File: src/rtl/flash_read_arbiter.sv
// flash_read_arbiter: shares one flash read port between the audio sample
// fetcher (port 0) and the indicator sample reader (port 1). One word read
// is outstanding at a time; contention is resolved round-robin, and a read
// whose data never returns is aborted after TIMEOUT_CYCLES in WAIT_VALID.
module flash_read_arbiter #(
    parameter int ADDR_W         = 23,
    parameter int DATA_W         = 32,
    parameter int TIMEOUT_CYCLES = 255
) (
    input  logic              clk50M,
    input  logic              reset_n,
    input  logic              req0,
    input  logic [ADDR_W-1:0] addr0,
    input  logic              req1,
    input  logic [ADDR_W-1:0] addr1,
    output logic [DATA_W-1:0] rdata,
    output logic              done0,
    output logic              done1,
    output logic              err,
    output logic              busy,
    output logic              flash_mem_read,
    output logic [ADDR_W-1:0] flash_mem_address,
    output logic [3:0]        flash_mem_byteenable,
    input  logic              flash_mem_waitrequest,
    input  logic              flash_mem_readdatavalid,
    input  logic [DATA_W-1:0] flash_mem_readdata
);

    // Counter only has to reach TIMEOUT_CYCLES-1; it never wraps because the
    // FSM leaves WAIT_VALID on that value.
    localparam int CNT_W = (TIMEOUT_CYCLES > 1) ? $clog2(TIMEOUT_CYCLES) : 1;
    localparam logic [CNT_W-1:0] TMO_LAST = CNT_W'(TIMEOUT_CYCLES - 1);

    typedef enum logic [1:0] {
        IDLE,
        ISSUE,
        WAIT_VALID,
        RESPOND
    } state_t;

    state_t           state;
    logic             gnt;         // requester owning the current read
    logic             last_grant;  // requester served most recently
    logic [CNT_W-1:0] tmo_cnt;
    logic             pick;        // requester that would win in IDLE now

    // Whole-word reads only.
    assign flash_mem_byteenable = 4'hF;

    // Round-robin choice: a lone requester wins outright; on contention the
    // one not served last time wins.
    assign pick = (req0 && req1) ? ~last_grant : req1;

    // Arbitration and flash read handshake FSM with registered outputs.
    // NOTE: every register here uses non-blocking assignment so all state
    // updates on one edge see the same pre-edge values, independent of order.
    always_ff @(posedge clk50M or negedge reset_n) begin
        if (!reset_n) begin
            state             <= IDLE;
            gnt               <= 1'b0;
            last_grant        <= 1'b1;
            tmo_cnt           <= '0;
            rdata             <= '0;
            done0             <= 1'b0;
            done1             <= 1'b0;
            err               <= 1'b0;
            busy              <= 1'b0;
            flash_mem_read    <= 1'b0;
            flash_mem_address <= '0;
        end else begin
            case (state)
                IDLE: begin
                    if (req0 || req1) begin
                        gnt               <= pick;
                        flash_mem_address <= pick ? addr1 : addr0;
                        flash_mem_read    <= 1'b1;
                        busy              <= 1'b1;
                        state             <= ISSUE;
                    end
                end
                ISSUE: begin
                    // Stall indefinitely here; the timeout covers only the
                    // data phase.
                    if (!flash_mem_waitrequest) begin
                        flash_mem_read <= 1'b0;
                        tmo_cnt        <= '0;
                        state          <= WAIT_VALID;
                    end
                end
                WAIT_VALID: begin
                    tmo_cnt <= tmo_cnt + 1'b1;
                    // Returning data beats a simultaneous timeout.
                    if (flash_mem_readdatavalid) begin
                        rdata <= flash_mem_readdata;
                        err   <= 1'b0;
                        done0 <= ~gnt;
                        done1 <= gnt;
                        state <= RESPOND;
                    end else if (tmo_cnt == TMO_LAST) begin
                        rdata <= '0;
                        err   <= 1'b1;
                        done0 <= ~gnt;
                        done1 <= gnt;
                        state <= RESPOND;
                    end
                end
                RESPOND: begin
                    done0      <= 1'b0;
                    done1      <= 1'b0;
                    err        <= 1'b0;
                    busy       <= 1'b0;
                    last_grant <= gnt;
                    state      <= IDLE;
                end
                default: state <= IDLE;
            endcase
        end
    end

endmodule

File: config.mk
export PLATFORM = sky130hd
export DESIGN_NAME = flash_read_arbiter
export DESIGN_NICKNAME = d
export VERILOG_FILES = /design/src/rtl/flash_read_arbiter.sv
export SDC_FILE = /design/constraint.sdc
export NUM_CORES = 1
export LEC_CHECK = 0
export BUFFER_PORTS_ARGS = -buffer_cell sky130_fd_sc_hd__buf_4
export CORE_MARGIN = 2
export CORE_UTILIZATION = 50
export DETAILED_ROUTE_END_ITERATION = 12
export PLACE_DENSITY = 0.84
export REMOVE_ABC_BUFFERS = 1
export SETUP_SLACK_MARGIN = 0.02
export SKIP_LAST_GASP = 1
export SLEW_MARGIN = 20
export SYNTH_ARGS = -nofsm -noshare
export SYNTH_HDL_FRONTEND = slang
export SYNTH_SLANG_ARGS = --single-unit
File: constraint.sdc
create_clock -name clk50M -period 2.7 [get_ports clk50M]
set_input_delay 0.135 -clock clk50M [delete_from_list [all_inputs] [get_ports clk50M]]
set_output_delay 0.135 -clock clk50M [all_outputs]
set_load 0.005 [all_outputs]
==> impl_metrics.ini <==
[outcome]
outcome = completed

[placed_design]
port-buffer-count = 143
dp_cells = 543
gp_congestion = 0.8123
place_hpwl_um = 6670
place_ws_ns = 0.6282

[power_and_ir_drop]
ir_worst_vdd_mv = 0.5963
finalPower_mw = 5.073
p_comb_share_pct = 43.5
p_clk_share_pct = 19.2
power_switching_mw = 1.815
p_per_area_mw_per_mm2 = 1013
p_int_mw = 3.257
p_sw_share_pct = 35.78
power.leakage_nw = 2.347
sequentialPowerShare_pct = 37.4

[worst_setup_path]
crit_start = tmo_cnt[0]$_DFFE_PN0P_
cpMaxStageDelayCell = a21oi_4
start_kind = flop
path_class = flop to flop
cp.required_ns = 2.99
reg2reg_from = tmo_cnt[0]$_DFFE_PN0P_
cp_max_fo = 23
max_stage_delay_ns = 0.58
path_cells = inv_1 > ha_1 > and3_2 > a21oi_4 > buf_4 > a221o_1
arrival_ns = 2.40
end_kind = flop

[clock_network]
cts_max_level = 3
cts_buffers = 9
clock_path_buffers = 2
clk_pin_slew_ns = 0.08
cts.sink_count = 72
clkLatencyLatePin_ns = 0.35
postCtsSetupBuffers = 0
cts_root_buf = clkbuf_8
cts_tree = done

[floorplanning]
die-width_um = 88.32
die_h_um = 88.32
dieArea_mm2 = 0.007800
start_util_pct = 52.03
ios = 148
rows = 30
core_mm2 = 0.006832

[layout]
final_core_util_pct = 73.33
n_antenna_cell = 0
final_cells = 571
final_common_cell = buf_4
area_delta_synth_final_pct = 40.94
drive_gt1_share_pct = 38.53
fin_nets = 561
mostFrequentLayoutCells = buf_4 (150), dfrtp_1 (71), nor2b_1 (34), o21ai_0 (32), nand2_1 (29)

[global_route]
grt_first_pass_wirelength_um = 15210
grt_max_degree = 73
grt_usage_pct = 25.31
grt_overflow = 0
grt_pass1_vias = 3196
grt_antenna_before_repair = 0

[logic_synthesis]
synth_seq_cells = 72
ys.flop_type = dfrtp_1
async_flop_share_pct = 100.0
synth_edf_count = 0
synth.distinct_cells = 47
syn_area_mm2 = 0.003555
syn_avg_cell_area_um2 = 11.07
yosysWarnings = 0
synth_cells = 321
seq_area_frac_synth_pct = 50.72

[sta]
rsz0062_at_grt = no
relSlewSlack_pct = 40.62
whs_ns = 0.01600
fin_crit_sh_pct = 78.22
skew_ns = 0.007981
fin_ws_ns = 0.5882
worst_slew_pin_slew_ns = 0.8907
fin_crit_ns = 2.112
fmax_mhz = 473.5
finalHoldViolations = 0
slew_viol_final = 0
finalSetupViolations = 0

[drt]
routed_wl_um = 9681
drtAntennaViolNets = 0
viasPerCell = 5.548
wl_met1_um = 3935
vias = 3168
wl_met2_um = 4890
first_pass_iters = 4
dr_wl_met3_um = 513
drc_errors = 0
wl_per_cell_um = 16.95
highest_layer = met4
drt-initial-drc-count = 151

[min_path]
min_from = flash_mem_readdata[0]
hold_class = input port to flop

[flow_run]
maxCapViolCount = 0
[worst max-delay path: cells and delay by family, from the launching register on]
family	cells	cell delay (ns)
AND/OR/NAND/NOR	1	0.24
adder cells (fa/ha/maj)	1	0.20
buffers and inverters	2	0.40
AO/OA/AOI/OAI	2	0.77
flip-flops	1	0.44
[per-stage QoR]
stage                     area [um^2]  TNS [ns]
after floorplan                  3401    -18.84
after global placement           4662         0
after detailed placement         4662         0
after CTS                        5000         0
after global routing             5010         0
final                            5010         0
[path summary, 6_finish.rpt]
check                           cells past startpoint                               end  slack (ns)
max in group asynchronous                           2            tmo_cnt[5]$_DFFE_PN0P_        1.68
worst max register to register                      6             rdata[14]$_DFFE_PN0P_        0.59
worst max-delay path                                6             rdata[14]$_DFFE_PN0P_        0.59
worst min register to register                      2  flash_mem_address[1]$_DFFE_PN0P_        0.48
min in group asynchronous                           2             rdata[18]$_DFFE_PN0P_        0.45
worst min-delay path                                2              rdata[0]$_DFFE_PN0P_        0.02
[flip-flops by register name, indices dropped and copies added (netlist names), 2 cells and up]
signal             count
state                  2
tmo_cnt                8
flash_mem_address     23
rdata                 32
[power groups by stage]
stage	combinational, mW	clock (mW)	sequential [mW]
finish	2.21	0.971	1.90
global route	2.44	1.03	1.95
CTS	2.19	0.988	1.88
detailed placement	2.18	0	1.89
global placement	2.08	0	1.87
floorplan	1.11	0	1.86
[cell families after synthesis]
family / synth area share [%]
AOI/OAI and AO/OA: 19.99
adders and majority gates: 2.464
buffers and inverters: 5.280
DFF: 50.72
muxes: 7.673
other: 0.1055
and+or+nand+nor: 13.76
[final cells by class]
class                           count  area, um^2
Timing Repair Buffer              162        1246
Clock buffer                       10       137.6
Sequential cell                    72        1803
Tap cell                           96       120.1
Fill cell                         494        1822
Inverter                            6       22.52
Clock inverter                      6       90.09
Multi-Input combinational cell    219        1590
[synthesized netlist by cell type, drive strengths merged (3+ instances only)]
| cell | instances | area [um^2] |
|---|---|---|
| dfrtp | 71 | 1777 |
| nor2b | 34 | 212.7 |
| o21ai | 34 | 170.2 |
| a221o | 33 | 336.6 |
| nand2 | 29 | 108.9 |
| mux2i | 25 | 250.2 |
| buf | 18 | 131.4 |
| clkbuf | 9 | 33.78 |
| a21oi | 7 | 46.30 |
| ha | 7 | 87.58 |
| inv | 6 | 22.52 |
| nand3 | 5 | 25.02 |
| a22o | 3 | 27.53 |
| nand2b | 3 | 18.77 |
| nand4 | 3 | 18.77 |
| nor2 | 3 | 11.26 |
| nor3b | 3 | 22.52 |
[per-layer routing]
metal	GRT usage (%)	vias up
li1	-	1478
met1	32.34	1543
met2	41.01	124
met3	5.410	23
met4	12.40	0
met5	0	-
[what timing repair did]
action,in CTS,in global routing
gates resized for setup,0,0
endpoints found under the hold margin,81,1
hold buffers,11,1
(Power assumes the default switching activity.)
